File: config.mk
export PLATFORM = sky130hd
export DESIGN_NAME = fixed_point_divider
export DESIGN_NICKNAME = d
export VERILOG_FILES = /design/src/rtl/fft_fixed_point_pkg.sv /design/src/rtl/fixed_point_divider.sv
export SDC_FILE = /design/constraint.sdc
export NUM_CORES = 1
export LEC_CHECK = 0
export BUFFER_PORTS_ARGS = -buffer_cell sky130_fd_sc_hd__buf_2
export CORE_MARGIN = 2
export CORE_UTILIZATION = 25
export DETAILED_ROUTE_END_ITERATION = 10
export GPL_TIMING_DRIVEN = 0
export SLEW_MARGIN = 20
export SYNTH_ARGS = -nofsm -noshare
export SYNTH_HDL_FRONTEND = slang
export SYNTH_SLANG_ARGS = --single-unit
File: constraint.sdc
create_clock -name clk -period 4.1 [get_ports clk]
set_input_delay 0.205 -clock clk [delete_from_list [all_inputs] [get_ports clk]]
set_output_delay 0.205 -clock clk [all_outputs]
set_load 0.02 [all_outputs]
File: src/rtl/fft_fixed_point_pkg.sv
// Shared fixed-point definitions for the FFT datapath multiplier and divider.
// Also provides the divider state encoding and a magnitude helper.
package fft_fixed_point_pkg;

  localparam int unsigned DATA_WIDTH = 16;
  localparam logic [DATA_WIDTH-1:0] Q_MAX = 16'h7FFF;
  localparam logic [DATA_WIDTH-1:0] Q_MIN = 16'h8000;

  localparam int unsigned STATE_W = 2;
  localparam logic [STATE_W-1:0] IDLE  = 2'd0;
  localparam logic [STATE_W-1:0] DIV   = 2'd1;
  localparam logic [STATE_W-1:0] FINAL = 2'd2;

  // One extra bit so that |-32768| is representable.
  function automatic logic [DATA_WIDTH:0] abs_ext(input logic [DATA_WIDTH-1:0] x);
    logic [DATA_WIDTH:0] e;
    e = {x[DATA_WIDTH-1], x};
    return x[DATA_WIDTH-1] ? (~e + (DATA_WIDTH+1)'(1)) : e;
  endfunction

endpackage

File: src/rtl/fixed_point_divider.sv
// Sequential signed fixed-point divider: restoring division, one quotient bit per clock,
// saturating result truncated toward zero.
module fixed_point_divider
  import fft_fixed_point_pkg::*;
#(
  parameter int EXP_WIDTH_A        = 15,
  parameter int EXP_WIDTH_B        = 15,
  parameter int EXP_WIDTH_QUOTIENT = 15
) (
  input  logic                  clk,
  input  logic                  reset,
  input  logic                  enable,
  input  logic [DATA_WIDTH-1:0] A,
  input  logic [DATA_WIDTH-1:0] B,
  output logic [DATA_WIDTH-1:0] quotient,
  output logic                  done,
  output logic                  busy,
  output logic                  overflow,
  output logic                  div_by_zero
);

  localparam int          SHIFT = EXP_WIDTH_QUOTIENT + EXP_WIDTH_B - EXP_WIDTH_A;
  localparam int unsigned NUM_W = 32'(DATA_WIDTH + 1 + SHIFT);
  localparam int unsigned REM_W = DATA_WIDTH + 1;
  localparam int unsigned CNT_W = $clog2(NUM_W);

  localparam logic [NUM_W-1:0] POS_LIM = NUM_W'(Q_MAX);
  localparam logic [NUM_W-1:0] NEG_LIM = NUM_W'(Q_MIN);

  if (SHIFT < 0) begin : g_shift_check
    $error("fixed_point_divider: quotient format needs a negative pre-shift");
  end

  logic [STATE_W-1:0]    state, state_nxt;
  logic [NUM_W-1:0]      num, num_nxt, q, q_nxt;
  logic [REM_W-1:0]      den, den_nxt, rem, rem_nxt;
  logic [CNT_W-1:0]      cnt, cnt_nxt;
  logic                  neg, neg_nxt, a_neg, a_neg_nxt, zero, zero_nxt;
  logic [DATA_WIDTH-1:0] quotient_nxt;
  logic                  done_nxt, busy_nxt, overflow_nxt, div_by_zero_nxt;
  logic [REM_W:0]        rem_sh;
  logic [REM_W-1:0]      rem_diff;

  // Next-state, datapath and output logic.
  always_comb begin
    state_nxt       = state;
    num_nxt         = num;
    q_nxt           = q;
    den_nxt         = den;
    rem_nxt         = rem;
    cnt_nxt         = cnt;
    neg_nxt         = neg;
    a_neg_nxt       = a_neg;
    zero_nxt        = zero;
    quotient_nxt    = quotient;
    done_nxt        = 1'b0;
    busy_nxt        = busy;
    overflow_nxt    = overflow;
    div_by_zero_nxt = div_by_zero;
    rem_sh          = {rem, num[NUM_W-1]};
    rem_diff        = REM_W'(rem_sh - {1'b0, den});

    case (state)
      IDLE: begin
        if (enable) begin
          num_nxt         = NUM_W'(abs_ext(A)) << SHIFT;
          den_nxt         = abs_ext(B);
          rem_nxt         = '0;
          q_nxt           = '0;
          neg_nxt         = A[DATA_WIDTH-1] ^ B[DATA_WIDTH-1];
          a_neg_nxt       = A[DATA_WIDTH-1];
          zero_nxt        = (B == '0);
          cnt_nxt         = CNT_W'(NUM_W - 1);
          overflow_nxt    = 1'b0;
          div_by_zero_nxt = 1'b0;
          busy_nxt        = 1'b1;
          state_nxt       = DIV;
        end
      end
      DIV: begin
        // Zero-divisor operations still run the full count for fixed latency.
        num_nxt = num << 1;
        if (rem_sh >= {1'b0, den}) begin
          rem_nxt = rem_diff;
          q_nxt   = {q[NUM_W-2:0], 1'b1};
        end else begin
          rem_nxt = rem_sh[REM_W-1:0];
          q_nxt   = {q[NUM_W-2:0], 1'b0};
        end
        if (cnt == '0) state_nxt = FINAL;
        else           cnt_nxt   = cnt - CNT_W'(1);
      end
      FINAL: begin
        state_nxt = IDLE;
        busy_nxt  = 1'b0;
        done_nxt  = 1'b1;
        if (zero) begin
          quotient_nxt    = a_neg ? Q_MIN : Q_MAX;
          div_by_zero_nxt = 1'b1;
        end else if (!neg) begin
          if (q > POS_LIM) begin
            quotient_nxt = Q_MAX;
            overflow_nxt = 1'b1;
          end else begin
            quotient_nxt = q[DATA_WIDTH-1:0];
          end
        end else begin
          // A magnitude of exactly 32768 negates to Q_MIN without saturating.
          if (q > NEG_LIM) begin
            quotient_nxt = Q_MIN;
            overflow_nxt = 1'b1;
          end else begin
            quotient_nxt = ~q[DATA_WIDTH-1:0] + DATA_WIDTH'(1);
          end
        end
      end
      default: state_nxt = IDLE;
    endcase
  end

  always_ff @(posedge clk or negedge reset) begin
    if (!reset) begin
      state       <= IDLE;
      num         <= '0;
      q           <= '0;
      den         <= '0;
      rem         <= '0;
      cnt         <= '0;
      neg         <= 1'b0;
      a_neg       <= 1'b0;
      zero        <= 1'b0;
      quotient    <= '0;
      done        <= 1'b0;
      busy        <= 1'b0;
      overflow    <= 1'b0;
      div_by_zero <= 1'b0;
    end else begin
      state       <= state_nxt;
      num         <= num_nxt;
      q           <= q_nxt;
      den         <= den_nxt;
      rem         <= rem_nxt;
      cnt         <= cnt_nxt;
      neg         <= neg_nxt;
      a_neg       <= a_neg_nxt;
      zero        <= zero_nxt;
      quotient    <= quotient_nxt;
      done        <= done_nxt;
      busy        <= busy_nxt;
      overflow    <= overflow_nxt;
      div_by_zero <= div_by_zero_nxt;
    end
  end

endmodule

==> key figures <==
Status
  – Status: completed

Cells and area
  – Area growth syn-to-layout: 20.2%
  – Finished Cell Area: 0.00777 mm^2
  – Final nets: 831
  – Share of layout cells above drive strength 1: 0.141
  – Fillers: 2654
  – N_diodes: 0

GRT
  – Largest net degree at the start of global routing: 80
  – Vias in the first global route: 5508
  – GR Util All Layers: 0.133
  – Grt ovf: 0
  – Global-route wire length before repair: 28.6 mm
  – Initial antenna violation count: 0

Die
  – Num ports: 55
  – Die X: 165 um
  – # rows: 58
  – Die Y: 165 um
  – Initial core utilization: 0.256
  – Core Footprint: 0.0253 mm^2
  – Area of the die: 0.0272 mm^2

Power
  – P_leak: 3.28 nW
  – Net Sw Power: 0.00257 W
  – Clock power frac: 0.234
  – Pwr/cell area: 815 mW/mm^2
  – Max rail drop VDD: 0.376 mV
  – Sw frac: 0.406
  – Pint: 0.00376 W
  – Combinational share of power: 0.454
  – Sequential share of power: 0.312

Placed design
  – Routability cong.: 0.882
  – DP HPWL: 12.4 mm
  – Port bufs: 53
  – Cell area after placement: 0.00718 mm^2

Routing
  – Total vias in the final route: 5570
  – Drt drc: 0
  – WL per Instance: 15.4 um
  – Final WL: 17.1 mm
  – DR pass1 iterations: 6
  – Post-route ant nets: 0
  – Vias per Instance: 5.00
  – DRT iter0 DRCs: 326

Job
  – Max-cap viol count: 0

CTS
  – Worst-path clk slew: 0.05 ns
  – Clk buf depth: 2
  – Post-CTS setup buffer count: 0
  – CTS tree: yes
  – Clock Sinks: 113
  – Num CTS Buffers: 17
  – Clk Latency, worst-skew pair: 0.42 ns
  – # H-tree levels: 4
  – Clock root buffer: clkbuf_16

Timing
  – Worst-Margin Slew: 0.764 ns
  – Final TNS setup: 0 ns
  – Period utilization: 0.650
  – Final Setup Violations: 0
  – Unrepaired setup endpoints after global routing: no
  – Max-slew violations: 0
  – Relative slew slack: 0.489
  – Minimum clock period: 2.67 ns
  – Clock Skew: 0.00955 ns
  – Max Freq: 375 MHz
  – Final hold violations: 0

Synth
  – Most common cell in the netlist: dfrtp_1
  – Largest cells by area after synthesis: dfrtp_1 (44%), nand2_1 (5.1%), o21ai_0 (4.6%), ha_1 (4.3%), a22o_1 (4.1%)
  – Top-area cell type share of the netlist area: 0.437
  – Top cell type by total area after synthesis: dfrtp_1
  – YS warnings: 0
  – Post-synth top flop: dfrtp_1
  – Mean Syn Cell Area: 9.25 um^2
  – Register area share after synthesis: 0.437
  – Number of synthesized register bits: 113
  – Syn nets: 757
  – Commonest cells in the synthesized netlist: dfrtp_1 (113), nand2_1 (88), o21ai_0 (60), nor2_1 (39), inv_1 (33)
  – Distinct cell type count after synthesis: 58
  – Async SR Flop Fraction: 1.00
  – Post-synth EDFFs: 0
  – Cells after Synth: 699
  – Mapped Area: 0.00646 mm^2

Setup path
  – Worst Path Arrival: 2.96 ns
  – Sequence of cells on the critical path: inv_1 -> ha_1 -> fa_1 -> nand2b_1 -> a21oi_1 -> o21ai_0 -> o211ai_1 -> a21oi_1 -> buf_2 -> o311ai_0
  – Worst Path Max Fanout: 10
  – Slowest cell on crit path: fa_1
  – CP most frequent cell: a21oi_1
  – Family with the most delay on the worst path: compound AO/OA/AOI/OAI gates
  – WP buf/inv: 2
  – Worst setup EP type: flop
  – Kind of critical path: flop to flop
  – Critical Path RT: 4.39 ns
  – Critical path's largest stage delay: 0.40 ns
  – Crit start category: flop

Hold path
  – Min-delay worst type: primary input to flop
## worst register-to-register path, stage by stage (launching register included)
cell	delay, ns
dfrtp_1	0.38
inv_1	0.09
ha_1	0.22
fa_1	0.40
nand2b_1	0.19
a21oi_1	0.21
o21ai_0	0.11
o211ai_1	0.18
a21oi_1	0.15
buf_2	0.23
o311ai_0	0.37
## cells by family (layout without fill, tap and decap cells)
| family | count (synthesis) | in the layout | synth area share |
|---|---|---|---|
| buf+inv | 80 | 166 | 0.0509 |
| flops | 113 | 113 | 0.437 |
| compound gates | 221 | 221 | 0.234 |
| mux | 1 | 1 | 0.00155 |
| xor+xnor | 50 | 50 | 0.0678 |
| simple gates | 211 | 211 | 0.163 |
| fa+ha+maj | 23 | 23 | 0.0457 |
## area by class of cell
type,count,area (um^2),share of cell area
well taps,330,413,0.0531
clock buffers,21,450,0.0580
plain buffers,45,198,0.0254
clock inverters,10,136,0.0175
repair buffers,55,309,0.0398
inverters,35,131,0.0169
flip-flops and latches,113,2830,0.364
multi-input cells,506,3310,0.425
## per-stage QoR
stage          hold slack, ns  instances  total power [W]  setup WS, ns  utilization
2_1_floorplan         -0.0906        699          0.00406          1.89            -
3_3_place_gp            0.465       1082          0.00478          1.43        0.283
3_5_place_dp            0.121       1083          0.00483          1.48        0.284
4_1_cts                0.0742       1115          0.00635          1.43        0.308
5_1_grt                0.0914       1115          0.00684          1.13        0.308
6_report               0.0844       1115          0.00633          1.43        0.308
## placed cells by master (no fill, tap or decap), types with 9 or more instances in the layout
cell | netlist | routed
inv_1 | 33 | 33
buf_2 | 9 | 61
a22o_1 | 30 | 30
nand4_1 | 10 | 10
a31oi_1 | 11 | 11
clkbuf_1 | 32 | 35
o31ai_1 | 15 | 15
o21ai_0 | 60 | 60
o22ai_1 | 10 | 10
a21oi_1 | 29 | 29
nand3_1 | 20 | 20
o311ai_0 | 9 | 9
ha_1 | 22 | 22
dfrtp_1 | 113 | 113
clkbuf_16 | 0 | 17
xor2_1 | 21 | 21
xnor2_1 | 29 | 29
nor2_1 | 39 | 39
nand2_1 | 88 | 88
nand2b_1 | 11 | 11
## metal layers
layer | vias to the layer above | GRT usage | part of all wire
li1 | 2693 | - | -
met2 | 146 | 0.207 | 0.45
met3 | 19 | 0.0301 | 0.053
met4 | 0 | 0.0368 | 0.012
met5 | - | 0 | 0
met1 | 2712 | 0.186 | 0.49
## registers in the layout, indices dropped and copies added, names as in the netlist
name,flops
rem,17
overflow,1
quotient,16
zero,1
a_neg,1
cnt,5
num,17
done,1
div_by_zero,1
neg,1
busy,1
q,32
state,2
den,17
## power by group through the flow
stage / clock (W) / sequential (W) / combinational, W
final: 0.00148 / 0.00197 / 0.00288
after global routing: 0.00156 / 0.00203 / 0.00325
after CTS: 0.00151 / 0.00197 / 0.00287
after detailed placement: 0 / 0.00197 / 0.00286
after global placement: 0 / 0.00197 / 0.00281
after floorplan: 0 / 0.00190 / 0.00216
## final timing paths
path	startpoint	end	slack [ns]	cells past startpoint
worst max-delay path	num[31]	rem[5]	1.43	10
worst min-delay path	B[14]	den[14]	0.08	3
worst max register to register	num[31]	rem[5]	1.43	10
min in group asynchronous	reset	done	0.25	2
max in group asynchronous	reset	rem[5]	3.17	3
worst min register to register	den[6]	den[6]	0.48	2
## what timing repair did
item,CTS,global route
resized for setup,0,0
endpoints found under the hold margin,34,0
hold buffers,1,0
setup endpoints to repair,0,0
(Power assumes the default switching activity.)
